## src/rtl/adi2axis_capture_ctrl.sv

```systemverilog
// adi2axis_capture_ctrl
// Capture sequencer between the ADI sample FIFO interface and the DMA-facing
// AXI-Stream master. A software start arms the block, which optionally waits
// for dsync and then gates exactly num_bytes of samples into one AXIS packet.
// The final beat carries TLAST and a partial TSTRB. The ADI side has no
// backpressure, so beats that cannot be loaded are dropped and flagged.
//
// Ports
//   AXIS_ACLK, AXIS_ARESET          clock, synchronous active-high reset
//   ctrl_start / ctrl_abort         one-cycle control pulses
//   ctrl_sync_en                    first beat must coincide with dsync
//   num_bytes                       capture length, sampled on accepted start
//   ddata / dvalid / dsync          ADI sample stream
//   ovf                             one-cycle pulse per dropped beat
//   M_AXIS_*                        AXI-Stream master (single output register)
//   stat_busy/done/ovf/err/beats    status towards the register file
//
// state  | meaning
// -------+---------------------------------------------------------------
// IDLE   | no capture; output register may still hold an aborted beat
// ARMED  | capture started, waiting for dvalid&dsync to take the first beat
// RUN    | every dvalid is a beat until beats_total beats are loaded
// FLUSH  | last beat loaded, waiting for its handshake

module adi2axis_capture_ctrl #(
    parameter int C_M_AXIS_TDATA_NUM_BYTES = 8
) (
    input  logic                                  AXIS_ACLK,
    input  logic                                  AXIS_ARESET,
    input  logic                                  ctrl_start,
    input  logic                                  ctrl_abort,
    input  logic                                  ctrl_sync_en,
    input  logic [31:0]                           num_bytes,
    input  logic [C_M_AXIS_TDATA_NUM_BYTES*8-1:0] ddata,
    input  logic                                  dvalid,
    input  logic                                  dsync,
    output logic                                  ovf,
    output logic                                  M_AXIS_TVALID,
    output logic [C_M_AXIS_TDATA_NUM_BYTES*8-1:0] M_AXIS_TDATA,
    output logic [C_M_AXIS_TDATA_NUM_BYTES-1:0]   M_AXIS_TSTRB,
    output logic                                  M_AXIS_TLAST,
    input  logic                                  M_AXIS_TREADY,
    output logic                                  stat_busy,
    output logic                                  stat_done,
    output logic                                  stat_ovf,
    output logic                                  stat_err,
    output logic [31:0]                           stat_beats
);

    localparam int N = C_M_AXIS_TDATA_NUM_BYTES;
    localparam int L = $clog2(N);

    typedef enum logic [1:0] {
        ST_IDLE  = 2'd0,
        ST_ARMED = 2'd1,
        ST_RUN   = 2'd2,
        ST_FLUSH = 2'd3
    } state_t;

    state_t state_q, state_d;

    // beats still to be loaded; the load that sees 1 is the packet end
    logic [32:0]    beats_left_q;
    logic [N-1:0]   last_strb_q;

    logic           tvalid_q;
    logic [N*8-1:0] tdata_q;
    logic [N-1:0]   tstrb_q;
    logic           tlast_q;

    logic           ovf_q;
    logic           done_q;
    logic           ovf_sticky_q;
    logic           err_q;
    logic [31:0]    beats_q;

    logic           hs;
    logic           loadable;
    logic           busy;
    logic           abort_act;
    logic           start_acc;
    logic           start_zero;
    logic           start_go;
    logic           eligible;
    logic           load;
    logic           drop;
    logic           last_beat;
    logic [32:0]    bytes_round;
    logic [32:0]    beats_total;

    // partial strobe for the final beat: low (num_bytes mod N) lanes, or all
    function automatic logic [N-1:0] strb_for(input logic [31:0] nbytes);
        logic [N-1:0] s;
        logic [31:0]  rem;
        rem = nbytes & 32'(N - 1);
        s   = '0;
        for (int i = 0; i < N; i++) begin
            if (32'(i) < rem) begin
                s[i] = 1'b1;
            end
        end
        if (rem == 32'd0) begin
            s = '1;
        end
        return s;
    endfunction

    // 33-bit round-up so a length of 0xFFFFFFFF does not wrap to zero beats
    assign bytes_round = {1'b0, num_bytes} + 33'(N - 1);
    assign beats_total = bytes_round >> L;

    always_comb begin
        hs         = tvalid_q & M_AXIS_TREADY;
        loadable   = ~tvalid_q | hs;
        busy       = (state_q != ST_IDLE) | tvalid_q;
        abort_act  = ctrl_abort & (state_q != ST_IDLE);
        // abort in the same cycle always wins over start
        start_acc  = ctrl_start & ~ctrl_abort & ~busy;
        start_zero = start_acc & (num_bytes == 32'd0);
        start_go   = start_acc & (num_bytes != 32'd0);
        eligible   = dvalid & ~abort_act &
                     ((state_q == ST_RUN) | ((state_q == ST_ARMED) & dsync));
        load       = eligible & loadable;
        drop       = eligible & ~loadable;
        last_beat  = (beats_left_q == 33'd1);
    end

    always_comb begin
        state_d = state_q;
        unique case (state_q)
            ST_IDLE: begin
                if (start_go) begin
                    state_d = ctrl_sync_en ? ST_ARMED : ST_RUN;
                end
            end
            ST_ARMED: begin
                if (abort_act) begin
                    state_d = ST_IDLE;
                end else if (load) begin
                    state_d = last_beat ? ST_FLUSH : ST_RUN;
                end
            end
            ST_RUN: begin
                if (abort_act) begin
                    state_d = ST_IDLE;
                end else if (load && last_beat) begin
                    state_d = ST_FLUSH;
                end
            end
            ST_FLUSH: begin
                if (abort_act || hs) begin
                    state_d = ST_IDLE;
                end
            end
            default: state_d = ST_IDLE;
        endcase
    end

    always_ff @(posedge AXIS_ACLK) begin
        if (AXIS_ARESET) begin
            state_q      <= ST_IDLE;
            beats_left_q <= '0;
            last_strb_q  <= '0;
            tvalid_q     <= 1'b0;
            tdata_q      <= '0;
            tstrb_q      <= '0;
            tlast_q      <= 1'b0;
            ovf_q        <= 1'b0;
            done_q       <= 1'b0;
            ovf_sticky_q <= 1'b0;
            err_q        <= 1'b0;
            beats_q      <= '0;
        end else begin
            state_q <= state_d;
            ovf_q   <= drop;

            if (start_zero) begin
                err_q <= 1'b1;
            end

            if (start_go) begin
                done_q       <= 1'b0;
                ovf_sticky_q <= 1'b0;
                err_q        <= 1'b0;
                beats_q      <= '0;
                beats_left_q <= beats_total;
                last_strb_q  <= strb_for(num_bytes);
            end

            if (abort_act) begin
                err_q <= 1'b1;
            end

            if (drop) begin
                ovf_sticky_q <= 1'b1;
            end

            if ((state_q == ST_FLUSH) && hs && !abort_act) begin
                done_q <= 1'b1;
            end

            if (load) begin
                tvalid_q     <= 1'b1;
                tdata_q      <= ddata;
                tstrb_q      <= last_beat ? last_strb_q : '1;
                tlast_q      <= last_beat;
                beats_left_q <= beats_left_q - 33'd1;
                if (beats_q != 32'hFFFF_FFFF) begin
                    beats_q <= beats_q + 32'd1;
                end
            end else if (hs) begin
                tvalid_q <= 1'b0;
            end else if (abort_act && tvalid_q) begin
                // a stranded beat closes the packet so the DMA sees an end
                tlast_q <= 1'b1;
            end
        end
    end

    assign ovf           = ovf_q;
    assign M_AXIS_TVALID = tvalid_q;
    assign M_AXIS_TDATA  = tdata_q;
    assign M_AXIS_TSTRB  = tstrb_q;
    assign M_AXIS_TLAST  = tlast_q;
    assign stat_busy     = busy;
    assign stat_done     = done_q;
    assign stat_ovf      = ovf_sticky_q;
    assign stat_err      = err_q;
    assign stat_beats    = beats_q;

endmodule
```

## config.mk

```make
export PLATFORM = sky130hd
export DESIGN_NAME = adi2axis_capture_ctrl
export DESIGN_NICKNAME = d
export VERILOG_FILES = /design/src/rtl/adi2axis_capture_ctrl.sv
export SDC_FILE = /design/constraint.sdc
export NUM_CORES = 1
export LEC_CHECK = 0
export BUFFER_PORTS_ARGS = -buffer_cell sky130_fd_sc_hd__buf_2
export CORE_MARGIN = 1
export CORE_UTILIZATION = 45
export DETAILED_ROUTE_END_ITERATION = 8
export PLACE_DENSITY = 0.77
export SYNTH_ARGS = -nofsm -noshare
export SYNTH_HDL_FRONTEND = slang
export SYNTH_SLANG_ARGS = --single-unit
```

## constraint.sdc

```tcl
create_clock -name AXIS_ACLK -period 5.35 [get_ports AXIS_ACLK]
set_input_delay 1.07 -clock AXIS_ACLK [delete_from_list [all_inputs] [get_ports AXIS_ACLK]]
set_output_delay 1.07 -clock AXIS_ACLK [all_outputs]
set_load 0.05 [all_outputs]
```

# ---- Word-level counts from Yosys, hierarchy flattened
# Cells that the tools add are included.
dict set report op_classes {
  addsub 3
  order_cmp 8
  n_eq_ne 10
  n_mux 35
  bitwise_logic 19
  reduce_logical 19
}
# cell n
set ops {}
lappend ops {{2-to-1 mux 32 bit} 3}
lappend ops {{2-to-1 mux 33 bit} 2}
lappend ops {{zero test 32 bit} 2}
lappend ops {{adder 32 x 3 -> 33 bit, second input constant} 1}
lappend ops {{equality test 33 x 1 -> 1 bit, second input constant} 1}
lappend ops {{subtractor 33 x 1 -> 33 bit, second input constant} 1}
lappend ops {{adder 32 x 1 -> 32 bit, second input constant} 1}
lappend ops {{!= test 32 bit, second input constant} 1}
lappend ops {{nonzero test 32 bit} 1}
lappend ops {{2-to-1 mux 1 bit} 20}
lappend ops {{2-to-1 mux 8 bit} 2}
lappend ops {{2-to-1 mux 2 bit} 7}
lappend ops {{< comparator 3 bit, first input constant} 4}
lappend ops {{nonzero test 2 bit} 6}
lappend ops {{AND 1 bit} 11}
lappend ops {{case mux 2 bit (4 select lines)} 1}
lappend ops {{< comparator 1 x 3 -> 1 bit, first input constant} 2}
lappend ops {{< comparator 2 x 3 -> 1 bit, first input constant} 2}
lappend ops {{inverter 1 bit} 5}
lappend ops {{equality test 2 bit, second input constant} 2}
lappend ops {{logical AND 1 bit} 4}
lappend ops {{!= test 2 bit, second input constant} 2}
lappend ops {{AND reduction 4 bit} 1}
lappend ops {{!= test 3 x 2 -> 1 bit, second input constant} 1}
lappend ops {{9 further kinds} 11}
dict set report totals {
  reg_bits 153
  in_bits 104
  output_inout_bits 111
  word_cells 106
}

# ---- Longest topological paths before layout
# Gate-level depths: netlist of run 1.
dict set report logic_depth {
  ltp_word 10
  ltp_mapped 10
  ltp_nobuf 8
}

# ---- Least setup slack after synthesis of run 1
# No wires, ideal clock.
dict set report synth_path {
  path_type {input to register}
  from {input num_bytes[1]}
  to {register beats_q[17], in the netlist stat_beats[17]}
  setup_ps 73
  arrival_ps 2768
  required_time_ps 5277
  path_slack_ps 2509
  stages 9
  n_path_buf 3
  cell_sequence {buf_2 -> nor3_4 -> nand3_1 -> o31a_1 -> buf_2 -> a211oi_2 -> buf_2 -> o21ai_0 -> o21ai_1}
}
dict set report synth_between {
  elab_chain_cells 5
}
# element line
set synth_lines {}
lappend synth_lines {{start: declaration} 33} ;# input logic [31:0] num_bytes,
lappend synth_lines {{nonzero test 32 bit (*)} 120} ;# start_go = start_acc & (num_bytes != 32'd0);
lappend synth_lines {{AND 1 bit (*)} 120}
lappend synth_lines {{2-to-1 mux 32 bit (*)} 181} ;# if (start_go) begin
lappend synth_lines {{2-to-1 mux 32 bit} 208} ;# if (beats_q != 32'hFFFF_FFFF) begin
lappend synth_lines {{2-to-1 mux 32 bit (*)} 202} ;# if (load) begin
lappend synth_lines {{end signal: assignment} 209} ;# beats_q <= beats_q + 32'd1;
lappend synth_lines {{end: declaration} 75} ;# logic [31:0] beats_q;
# Mark *: on every way between the ends. The rest lies on a longest branch, timed or not.
# A chain may end at the register's enable or synchronous reset.

# ---- Final worst setup path of run 1
dict set report layout_path {
  from {input num_bytes[26]}
  to {register beats_left_q[21]}
}
dict set report layout_between {
  elab_chain_cells 3
}
# element line
set layout_lines {}
lappend layout_lines {{nonzero test 32 bit} 120}
lappend layout_lines {{AND 1 bit} 120}
lappend layout_lines {{nonzero test 2 bit (no source line)} --}
lappend layout_lines {{end signal: assignment} 186} ;# beats_left_q <= beats_total;
lappend layout_lines {{end signal: assignment} 207} ;# beats_left_q <= beats_left_q - 33'd1;
lappend layout_lines {{end: declaration} 63} ;# logic [32:0] beats_left_q;
# Every way passes these cells.

==> impl_summary.log, run 1 <==
INFO  metric status = completed
INFO  metric drt-met1-wl = about 9000 um
INFO  metric post_cts.repair.setup_buffers = 0
INFO  metric final_core_utilization = 0.578
INFO  metric synth_area = roughly 7400 um^2
INFO  metric grt_util_all_layers = 0.232
INFO  metric grt_overflow = 0
INFO  metric rsz0062_at_grt = no
INFO  metric routed-wl-met2 = 9620 um
INFO  metric clockRootBuffer = sky130_fd_sc_hd__clkbuf_16
INFO  metric global_route_wire_length_before_repair = 31,400 um
INFO  metric worst_setup_path_start_kind = primary input
INFO  metric holdWs = approximately 0.45 ns
INFO  metric netlist_top_cells_area = sky130_fd_sc_hd__dfxtp_1 (41%), sky130_fd_sc_hd__nand2_1 (10%), sky130_fd_sc_hd__a21oi_1 (7.5%)
INFO  metric fin_tns_setup = 0 ns
INFO  metric vias = roughly 7,400
INFO  metric critPathRequiredTime = ~5.7 ns
INFO  metric cts_buffer_depth = 2
INFO  metric timing.clock.skew = approximately 0.0074 ns
INFO  metric number_of_global_route_vias_before_repair = approximately 6,300
INFO  metric core_area = 16,000 um^2
INFO  metric setup_viol_count_final = 0
INFO  metric synth.lib_cells_used.distinct = 75
INFO  metric ys_dominant_reg_cell = sky130_fd_sc_hd__dfxtp_1
INFO  metric clk_pin_slew = roughly 0.070 ns
INFO  metric worst_path_slowest_cell = sky130_fd_sc_hd__o31ai_4
INFO  metric vdd_ir_drop_max = roughly 0.24 mV
INFO  metric path_max_fanout = 23
INFO  metric critical-path-max-stage-delay = roughly 0.90 ns
INFO  metric number_of_non_filler_instances_in_the_completed_layout = roughly 1,400
INFO  metric insertedDiodeCount = 0
INFO  metric cts_hold_buf = 0
INFO  metric min-delay-path-class = flop to flop
INFO  metric dr.first_iter.drc_count = about 570
INFO  metric post-synth-top-area-cell = sky130_fd_sc_hd__dfxtp_1
INFO  metric worstReg2RegStart = state_q[1]
INFO  metric initial_core_util = 0.465
INFO  metric end_kind = flop
INFO  metric crit-reg2reg-capture = stat_beats[31]
INFO  metric synth_enable_flop_cells = 0
INFO  metric h-tree-depth = 4
INFO  metric timing.critical_path.arrival = 3.40 ns
INFO  metric r2r.worst_path.cells = 7
INFO  metric worstSetupPathType = primary input to flop
INFO  metric critPathBufInv = 2
INFO  metric hold_start = M_AXIS_TDATA[49]
INFO  metric floorplan.die.height = 131 um
INFO  metric worst_skew_pair.late_latency = roughly 0.43 ns
INFO  metric cp_num_cells = 8
INFO  metric drive_gt1_frac = 0.257
INFO  metric dr.max_layer_used = met4
INFO  metric synth.yosys.seq_area_share = 0.411
INFO  metric cts-buffers-inserted = 17
INFO  metric boundaryPins = 215
INFO  metric wl_per_cell = 14.8 um
INFO  metric max_cap_viol_count = 0
INFO  metric grt_antenna_before_repair = 0
INFO  metric slew-limit-headroom = 0.335
INFO  metric drt.antenna.violating_nets = 0
INFO  metric finalWorstPathRequiredPeriod = 3.03 ns
INFO  metric tritoncts = yes
INFO  metric hold_depth = 2
INFO  metric total_die_area = approximately 17,000 um^2
INFO  metric r2r_setup_slack = around 2.6 ns
INFO  metric syn_avg_cell_area = just under 8 um^2
INFO  metric path_cells = buf_2 > nor4_1 > nand4_1 > o31ai_4 > buf_4 > nand3_1 > o21ai_0 > o21a_1
INFO  metric cts_sinks = around 150
INFO  metric firstDrtPassIters = 5
INFO  metric min_to = M_AXIS_TDATA[49]
INFO  metric maximum_number_of_pins_on_one_net_before_global_route_repair = approximately 70
INFO  metric synthArstFlopShare = 0
INFO  metric yosys_warns = 0
INFO  metric worst_pin_slew = around 1.0 ns
INFO  metric power_per_cell_area = roughly 340 nW/um^2
INFO  metric detailed_place_hpwl = about 14,000 um
INFO  metric via_per_inst = about 5.5
INFO  metric synth_cells = 955
INFO  metric synthesized_flop_and_latch_total = 153
INFO  metric timing.final.crit_share = 0.566
INFO  metric synth_largest_type_area_fraction = 0.411
INFO  metric mappedNetlistNets = 1,062
INFO  metric p_leak = 3.80 nW
INFO  metric final_net_count = ~1,200
INFO  metric most-common-layout-cells = sky130_fd_sc_hd__buf_2 (213), sky130_fd_sc_hd__nand2_1 (199), sky130_fd_sc_hd__dfxtp_1 (153)
INFO  metric horiz_die_dim = ~130 um
INFO  metric drt_wl_total = ~20,000 um
INFO  metric area.growth.synth_to_final = 24.2%
INFO  metric row_count = 46
INFO  metric gp_congestion = between 0.7 and 0.8
INFO  metric final_max_slew_viol_count = 0
INFO  metric hold_viol = 0
INFO  metric met3_wirelength = ~1200 um
INFO  metric ctsResizeCount = 0
INFO  metric dp_cells = approximately 1,300
INFO  metric drc = 0
INFO  metric max_clock_freq = approximately 330 MHz
INFO  metric number_of_input_and_output_port_buffers_inserted = 214
INFO  metric worst_path_dominant_cell_family = compound AO/OA/AOI/OAI gates
INFO  metric most_common_cell_after_layout_fill_and_taps_aside = sky130_fd_sc_hd__buf_2
==> kinds of logic after synthesis <==
kind of cell	share of synthesized area
buffers and inverters	0.0460
AND/OR/NAND/NOR	0.298
flip-flops	0.411
adder cells (fa/ha/maj)	0.00504
multiplexers	0.00151
XOR/XNOR	0.0412
AO/OA/AOI/OAI	0.197
==> flip-flops by register name, indices dropped and copies added (netlist names) <==
signal and cells:
ovf 1, M_AXIS_TDATA 64, M_AXIS_TLAST 1, last_strb_q 8, stat_err 1, M_AXIS_TVALID 1, stat_done 1, beats_left_q 33
state_q 2, M_AXIS_TSTRB 8, stat_beats 32, stat_ovf 1
==> worst min-delay path, stage by stage, from the launching register on <==
cell                      delay (ns)
sky130_fd_sc_hd__dfxtp_1        0.31
sky130_fd_sc_hd__nand2_1        0.05
sky130_fd_sc_hd__a21oi_1        0.05
==> worst max path at each step <==
| stage | to | slack [ns] | start |
|---|---|---|---|
| after detailed placement | beats_left_q[21] | 1.89 | num_bytes[26] |
| after floorplan | stat_beats[17] | 2.51 | num_bytes[1] |
| after CTS | beats_left_q[21] | 2.32 | num_bytes[26] |
| after global placement | beats_left_q[12] | 1.94 | num_bytes[26] |
| final | beats_left_q[21] | 2.32 | num_bytes[26] |
| after global routing | beats_left_q[14] | 2.04 | num_bytes[3] |
==> power breakdown <==
part	switching (mW)	internal (mW)	leakage [nW]	total, mW
registers	0.0478	1.19	1.24	1.24
logic	0.368	0.181	2.24	0.549
clock network	0.516	0.808	0.317	1.32
==> through the flow <==
| stage | cell area (um^2) | setup WS [ns] | total power [mW] |
|---|---|---|---|
| detailed placement | 8600 | 1.89 | 1.81 |
| CTS | 9250 | 2.32 | 3.13 |
| floorplan | 7450 | 2.51 | 1.66 |
| global route | 9250 | 2.04 | 3.25 |
| global placement | 8600 | 1.94 | 1.80 |
| finish | 9250 | 2.32 | 3.12 |
==> metal layers <==
metal,track usage,vias to the layer above
met5,0,-
met4,0.0703,0
met3,0.0525,23
met2,0.369,242
met1,0.312,3390
li1,-,3766
==> Yosys cell counts (22+ instances only) <==
master and n:
sky130_fd_sc_hd__a21oi_1 111, sky130_fd_sc_hd__buf_2 23, sky130_fd_sc_hd__clkbuf_1 29, sky130_fd_sc_hd__dfxtp_1 153, sky130_fd_sc_hd__nand2_1 199, sky130_fd_sc_hd__nand3_1 32
sky130_fd_sc_hd__nand4_1 23, sky130_fd_sc_hd__nor2_1 61, sky130_fd_sc_hd__nor3_1 35, sky130_fd_sc_hd__o21ai_0 25, sky130_fd_sc_hd__xnor2_1 22
==> layout make-up <==
cell class	instances	area [um^2]
clock buffers	18	439
repair buffers	224	1150
multi-input cells	721	4070
well taps	216	270
fillers	1506	6750
clock inverters	14	210
flip-flops and latches	153	3060
inverters	14	52.6
(Power assumes the default switching activity.)
==> inputs of run 2 (changes only) <==
- PLACE_DENSITY: 0.77 -> 0.8
- clock period: 5.35 -> 2.53 ns (I/O delays scaled with it)
==> run 2 against run 1 <==
  * Total power is 110% higher
  * Clock power is 110% higher
  * Critical path depth is 2 lower
  * Sequential share of layout area is 0.85 points lower
  * Via count is 3.0% higher
  * Sequential power is 110% higher
  * Die area stayed put
  * Register-to-register slack worse by 2.4 ns
  * Non-clock buffer count is 27 higher
  * Largest cell class unchanged
  * Largest power group unchanged
  * Highest routed layer unchanged
==> impl_summary.log, run 2 (same netlist as run 1, synthesis figures left out) <==
INFO  metric status = completed
INFO  metric gp_congestion = about 0.85
INFO  metric area.growth.synth_to_final = 27.5%
INFO  metric row_count = 46
INFO  metric wl_per_cell = about 15 um
INFO  metric path_cells = nor4_2 > and4_1 > nand4_1 > or3_1 > a311o_1 > a21oi_1
INFO  metric met1_usage = 0.320
INFO  metric horiz_die_dim = ~130 um
INFO  metric most-common-layout-cells = sky130_fd_sc_hd__buf_2 (213), sky130_fd_sc_hd__nand2_1 (199), sky130_fd_sc_hd__dfxtp_1 (153)
INFO  metric min-delay-path-class = primary input to flop
INFO  metric critical-path-max-stage-delay = approximately 0.47 ns
INFO  metric setup_viol_count_final = 0
INFO  metric vdd_ir_drop_max = approximately 0.52 mV
INFO  metric cts_sinks = ~150
INFO  metric path_max_fanout = 6
INFO  metric grt_antenna_before_repair = 0
INFO  metric worst_path_dominant_cell_family = simple AND/OR/NAND/NOR gates
INFO  metric grt.busiest_layer = met2
INFO  metric cts-buffers-inserted = 17
INFO  metric total_die_area = around 17,000 um^2
INFO  metric critPathRequiredTime = approximately 2.9 ns
INFO  metric most_common_cell_after_layout_fill_and_taps_aside = sky130_fd_sc_hd__buf_2
INFO  metric end_kind = flop
INFO  metric largest_reg_flops = 64
INFO  metric power_per_cell_area = roughly 690 nW/um^2
INFO  metric slew-limit-headroom = 0.584
INFO  metric via_per_inst = approximately 5.5
INFO  metric global_route_wire_length_before_repair = between 30,000 and 40,000 um
INFO  metric hold_viol = 0
INFO  metric number_of_non_filler_instances_in_the_completed_layout = between 1,000 and 1,500
INFO  metric finalWorstPathRequiredPeriod = between 2 and 2.5 ns
INFO  metric clockRootBuffer = sky130_fd_sc_hd__clkbuf_16
INFO  metric boundaryPins = between 200 and 250
INFO  metric drc = 0
INFO  metric timing.final.crit_share = 0.927
INFO  metric firstDrtPassIters = 5
INFO  metric cts_hold_buf = 0
INFO  metric dr.first_iter.drc_count = roughly 700
INFO  metric critPathBufInv = 0
INFO  metric cts_buffer_depth = 2
INFO  metric gr-usage-met3 = 0.0371
INFO  metric drt.antenna.violating_nets = 0
INFO  metric core_area = 16,000 um^2
INFO  metric max_clock_freq = around 430 MHz
INFO  metric dp_cells = about 1,400
INFO  metric worst_pin_slew = slightly above 0.6 ns
INFO  metric max_cap_viol_count = 0
INFO  metric initial_core_util = 0.465
INFO  metric timing.clock.skew = a little under 0.008 ns
INFO  metric number_of_global_route_vias_before_repair = 6,446
INFO  metric floorplan.die.height = between 100 and 150 um
INFO  metric p_leak = between 3 and 4 nW
INFO  metric worst_skew_pair.late_latency = 0.43 ns
INFO  metric detailed_place_hpwl = 14,900 um
INFO  metric vias = 7,645
INFO  metric worstSetupPathType = flop to flop
INFO  metric final_max_slew_viol_count = 0
INFO  metric worst_setup_path_start_kind = flop
INFO  metric grt_overflow = 0
INFO  metric rsz0062_at_grt = no
INFO  metric number_of_input_and_output_port_buffers_inserted = approximately 210
INFO  metric fin_tns_setup = 0 ns
INFO  metric clk_pin_slew = around 0.07 ns
INFO  metric tritoncts = yes
INFO  metric timing.critical_path.arrival = ~2.7 ns
INFO  metric drive_gt1_frac = 0.274
INFO  metric drt_wl_total = between 20,000 and 25,000 um
INFO  metric gr-usage-met2 = 0.385
INFO  metric grt_util_all_layers = 0.237
INFO  metric final_net_count = ~1,300
INFO  metric totalPowerFinal = approximately 6.6 mW
INFO  metric maximum_number_of_pins_on_one_net_before_global_route_repair = 58
INFO  metric worst_path_slowest_cell = sky130_fd_sc_hd__nor4_2
INFO  metric h-tree-depth = 4
-- run 2: cell count changes in the layout (fill, tap and decap cells not counted), sizes merged --
cell      change
clkinvlp      +1
diode         +1
buf          +27
clkinv        +3
clkbuf        -1
inv           -4
-- run 2: per-stage QoR --
stage          hold WS, ns  cell area (um^2)   util  worst slack [ns]
6_report             0.308              9490  0.593             0.185
5_1_grt              0.306              9490  0.593           0.00539
4_1_cts              0.299              9490  0.593             0.168
3_5_place_dp         0.443              8860  0.554            0.0223
3_3_place_gp         0.439              8860  0.554            0.0954
2_1_floorplan        0.436              7450      -            0.0701
-- run 2: final cells by class --
class	instances	area (um^2)
multi-input cells	721	4070
inverters	14	52.6
fillers	1500	6510
diodes	1	2.50
repair buffers	251	1410
clock inverters	14	198
clock buffers	17	425
flip-flops and latches	153	3060
well taps	216	270
-- run 2: final timing paths --
check,startpoint,cells after the start,slack [ns],end
worst max register to register,beats_left_q[12],6,0.18,beats_left_q[28]
worst max-delay path,beats_left_q[12],6,0.18,beats_left_q[28]
worst min-delay path,ddata[16],3,0.31,M_AXIS_TDATA[16]
worst min register to register,M_AXIS_TDATA[59],2,0.45,M_AXIS_TDATA[59]
-- run 2: routing by layer --
metal	share of wire	vias up
li1	-	3821
met2	0.48	275
met4	0.013	0
met3	0.058	26
met1	0.45	3523
met5	0	-
-- run 2: report_power, final --
part / switching (mW) / internal [mW] / leakage [nW] / total (mW)
clock: 1.05 / 1.65 / 0.300 / 2.71
combinational: 0.797 / 0.438 / 2.39 / 1.24
sequential: 0.102 / 2.53 / 1.24 / 2.63
-- run 2: repair_timing --
| action | in CTS | in global routing |
|---|---|---|
| buffers inserted | 0 | 0 |
| endpoints found under the setup margin | 0 | 1 |
| resized for setup | 0 | 1 |
-- run 2: worst reg2reg max path: cells and delay by family, from the launching register on --
family / cells / cell delay [ns]
AOI/OAI and AO/OA: 2 / 0.52
DFF: 1 / 0.36
and+or+nand+nor: 4 / 1.39
==> inputs of run 3 (changes only) <==
- PLACE_DENSITY: 0.8 -> 0.77
- clock period: 2.53 -> 2.9 ns (I/O delays scaled with it)
==> run 3 against run 2 <==
  * Sequential power shrank 13%
  * Register-to-register slack gained 0.21 ns
  * First-iteration DRC count shrank 14%
  * Largest power group unchanged
  * Highest routed layer unchanged
==> impl_summary.log, run 3 (same netlist as run 1, synthesis figures left out) <==
INFO  metric boundaryPins = 215
INFO  metric grt_overflow = 0
INFO  metric power_switching_share = 0.301
INFO  metric clockPowerShare = 0.407
INFO  metric dr.first_iter.drc_count = 597
INFO  metric clockRootBuffer = sky130_fd_sc_hd__clkbuf_16
INFO  metric path_cells = nand3_1 > nor4_2 > and4_1 > nor2_1 > buf_4 > and3_1 > a211o_1
INFO  metric grt_antenna_before_repair = 0
INFO  metric gr-usage-met2 = 0.376
INFO  metric gr-usage-met3 = 0.0387
INFO  metric vdd_ir_drop_max = 0.440 mV
INFO  metric drive_gt1_frac = 0.263
INFO  metric firstDrtPassIters = 5
INFO  metric global_route_wire_length_before_repair = 31,400 um
INFO  metric floorplan.die.height = around 130 um
INFO  metric p_leak = 3.83 nW
INFO  metric critical-path-max-stage-delay = between 0.5 and 0.6 ns
INFO  metric hold_depth = 3
INFO  metric slew-limit-headroom = 0.549
INFO  metric final_core_utilization = 0.582
INFO  metric rsz0062_at_grt = no
INFO  metric worst_pin_slew = slightly below 0.7 ns
INFO  metric area.growth.synth_to_final = 25.1%
INFO  metric met1_usage = 0.314
INFO  metric max_cap_viol_count = 0
INFO  metric seq_power_share = 0.407
INFO  metric tritoncts = yes
INFO  metric r2r.worst_path.cells = 7
INFO  metric drt_wl_total = ~21,000 um
INFO  metric maximum_number_of_pins_on_one_net_before_global_route_repair = 50
INFO  metric largest_reg_flops = 64
INFO  metric clk_pin_slew = about 0.06 ns
INFO  metric detailed_place_hpwl = 14,400 um
INFO  metric vias = approximately 7,600
INFO  metric critPathBufInv = 1
INFO  metric setup_viol_count_final = 0
INFO  metric cts_hold_buf = 0
INFO  metric number_of_global_route_vias_before_repair = between 6,000 and 7,000
INFO  metric path_max_fanout = 25
INFO  metric worst_path_slowest_cell = sky130_fd_sc_hd__nor4_2
INFO  metric most-common-layout-cells = sky130_fd_sc_hd__buf_2 (213), sky130_fd_sc_hd__nand2_1 (199), sky130_fd_sc_hd__dfxtp_1 (153)
INFO  metric total_die_area = 17,100 um^2
INFO  metric timing.final.crit_share = 0.863
INFO  metric post_cts.repair.setup_buffers = 0
INFO  metric cell_internal_pwr = 3.94 mW
INFO  metric end_kind = flop
INFO  metric netSwitchingPower = 1.70 mW
INFO  metric timing.clock.skew = a little over 0.008 ns
INFO  metric gp_congestion = a little under 0.9
INFO  metric via_per_inst = roughly 5.6
INFO  metric hold_viol = 0
INFO  metric final_max_slew_viol_count = 0
INFO  metric cts_sinks = between 150 and 200
INFO  metric h-tree-depth = 4
INFO  metric drt.antenna.violating_nets = 0
INFO  metric fin_tns_setup = 0 ns
INFO  metric r2r_setup_slack = 0.40 ns
INFO  metric cp_num_cells = 7
INFO  metric max_clock_freq = between 300 and 400 MHz
INFO  metric row_count = 46
INFO  metric status = completed
INFO  metric layout.filler_cells = about 1,500
INFO  metric timing.critical_path.arrival = roughly 2.8 ns
INFO  metric cts-buffers-inserted = 17
INFO  metric min-delay-path-class = primary input to flop
INFO  metric power_per_cell_area = 605 nW/um^2
INFO  metric drc = 0
INFO  metric final_net_count = around 1,200
INFO  metric ctsResizeCount = 0
INFO  metric core_area = roughly 16,000 um^2
INFO  metric finalWorstPathRequiredPeriod = 2.50 ns
INFO  metric insertedDiodeCount = 0
INFO  metric horiz_die_dim = roughly 130 um
INFO  metric worstSetupPathType = flop to flop
INFO  metric grt.busiest_layer = met2
INFO  metric number_of_input_and_output_port_buffers_inserted = approximately 210
INFO  metric share_comb_of_total_power = 0.186
INFO  metric worst_setup_path_start_kind = flop
INFO  metric initial_core_util = 0.465
INFO  metric most_common_cell_after_layout_fill_and_taps_aside = sky130_fd_sc_hd__buf_2
INFO  metric wl_per_cell = about 15 um
INFO  metric worst_skew_pair.late_latency = 0.42 ns
INFO  metric grt_util_all_layers = 0.233
INFO  metric critPathRequiredTime = 3.21 ns
INFO  metric cts_buffer_depth = 2
INFO  metric worst_path_dominant_cell_family = simple AND/OR/NAND/NOR gates
## run 3: metrics by stage
| step | instances | power (mW) | hold slack, ns | setup slack [ns] | area [um^2] |
|---|---|---|---|---|---|
| floorplan | 955 | 3.07 | 0.436 | 0.440 | 7450 |
| finish | 1370 | 5.63 | 0.389 | 0.396 | 9320 |
| global route | 1370 | 5.85 | 0.387 | 0.203 | 9320 |
| global placement | 1339 | 3.35 | 0.438 | 0.199 | 8710 |
| detailed placement | 1339 | 3.37 | 0.443 | 0.115 | 8710 |
| CTS | 1370 | 5.66 | 0.375 | 0.404 | 9320 |
## run 3: path summary, 6_finish.rpt
kind | start | endpoint
setup / recovery | stat_beats[10] | stat_beats[31]
hold / removal | ddata[36] | M_AXIS_TDATA[36]
setup reg to reg | stat_beats[10] | stat_beats[31]
hold reg to reg | M_AXIS_TDATA[50] | M_AXIS_TDATA[50]
## run 3: area by class of cell
| type | count | area (um^2) | area share |
|---|---|---|---|
| clock buffer | 18 | 439 | 0.0471 |
| clock inverter | 13 | 170 | 0.0183 |
| inverter | 14 | 52.6 | 0.00564 |
| multi-input combinational | 721 | 4070 | 0.436 |
| sequential | 153 | 3060 | 0.329 |
| tap | 216 | 270 | 0.0290 |
| timing repair buffer | 235 | 1260 | 0.135 |
## run 3: power groups by stage
stage,registers (mW),logic (mW),clock network [mW]
2_1_floorplan,2.46,0.603,0
4_1_cts,2.29,1.04,2.33
6_report,2.29,1.05,2.30
5_1_grt,2.31,1.13,2.41
3_3_place_gp,2.33,1.02,0
3_5_place_dp,2.34,1.03,0
## run 3: worst reg2reg max path, delay by kind of cell (launching register included)
family                 cells  cell delay, ns
flip-flops                 1            0.44
AO/OA/AOI/OAI              1            0.25
AND/OR/NAND/NOR            5            1.48
buffers and inverters      1            0.23
## run 3: metal layers
layer / part of all wire / vias to the layer above
met5: 0 / -
met4: 0.011 / 0
met3: 0.063 / 18
met2: 0.49 / 288
met1: 0.44 / 3538
li1: - / 3791
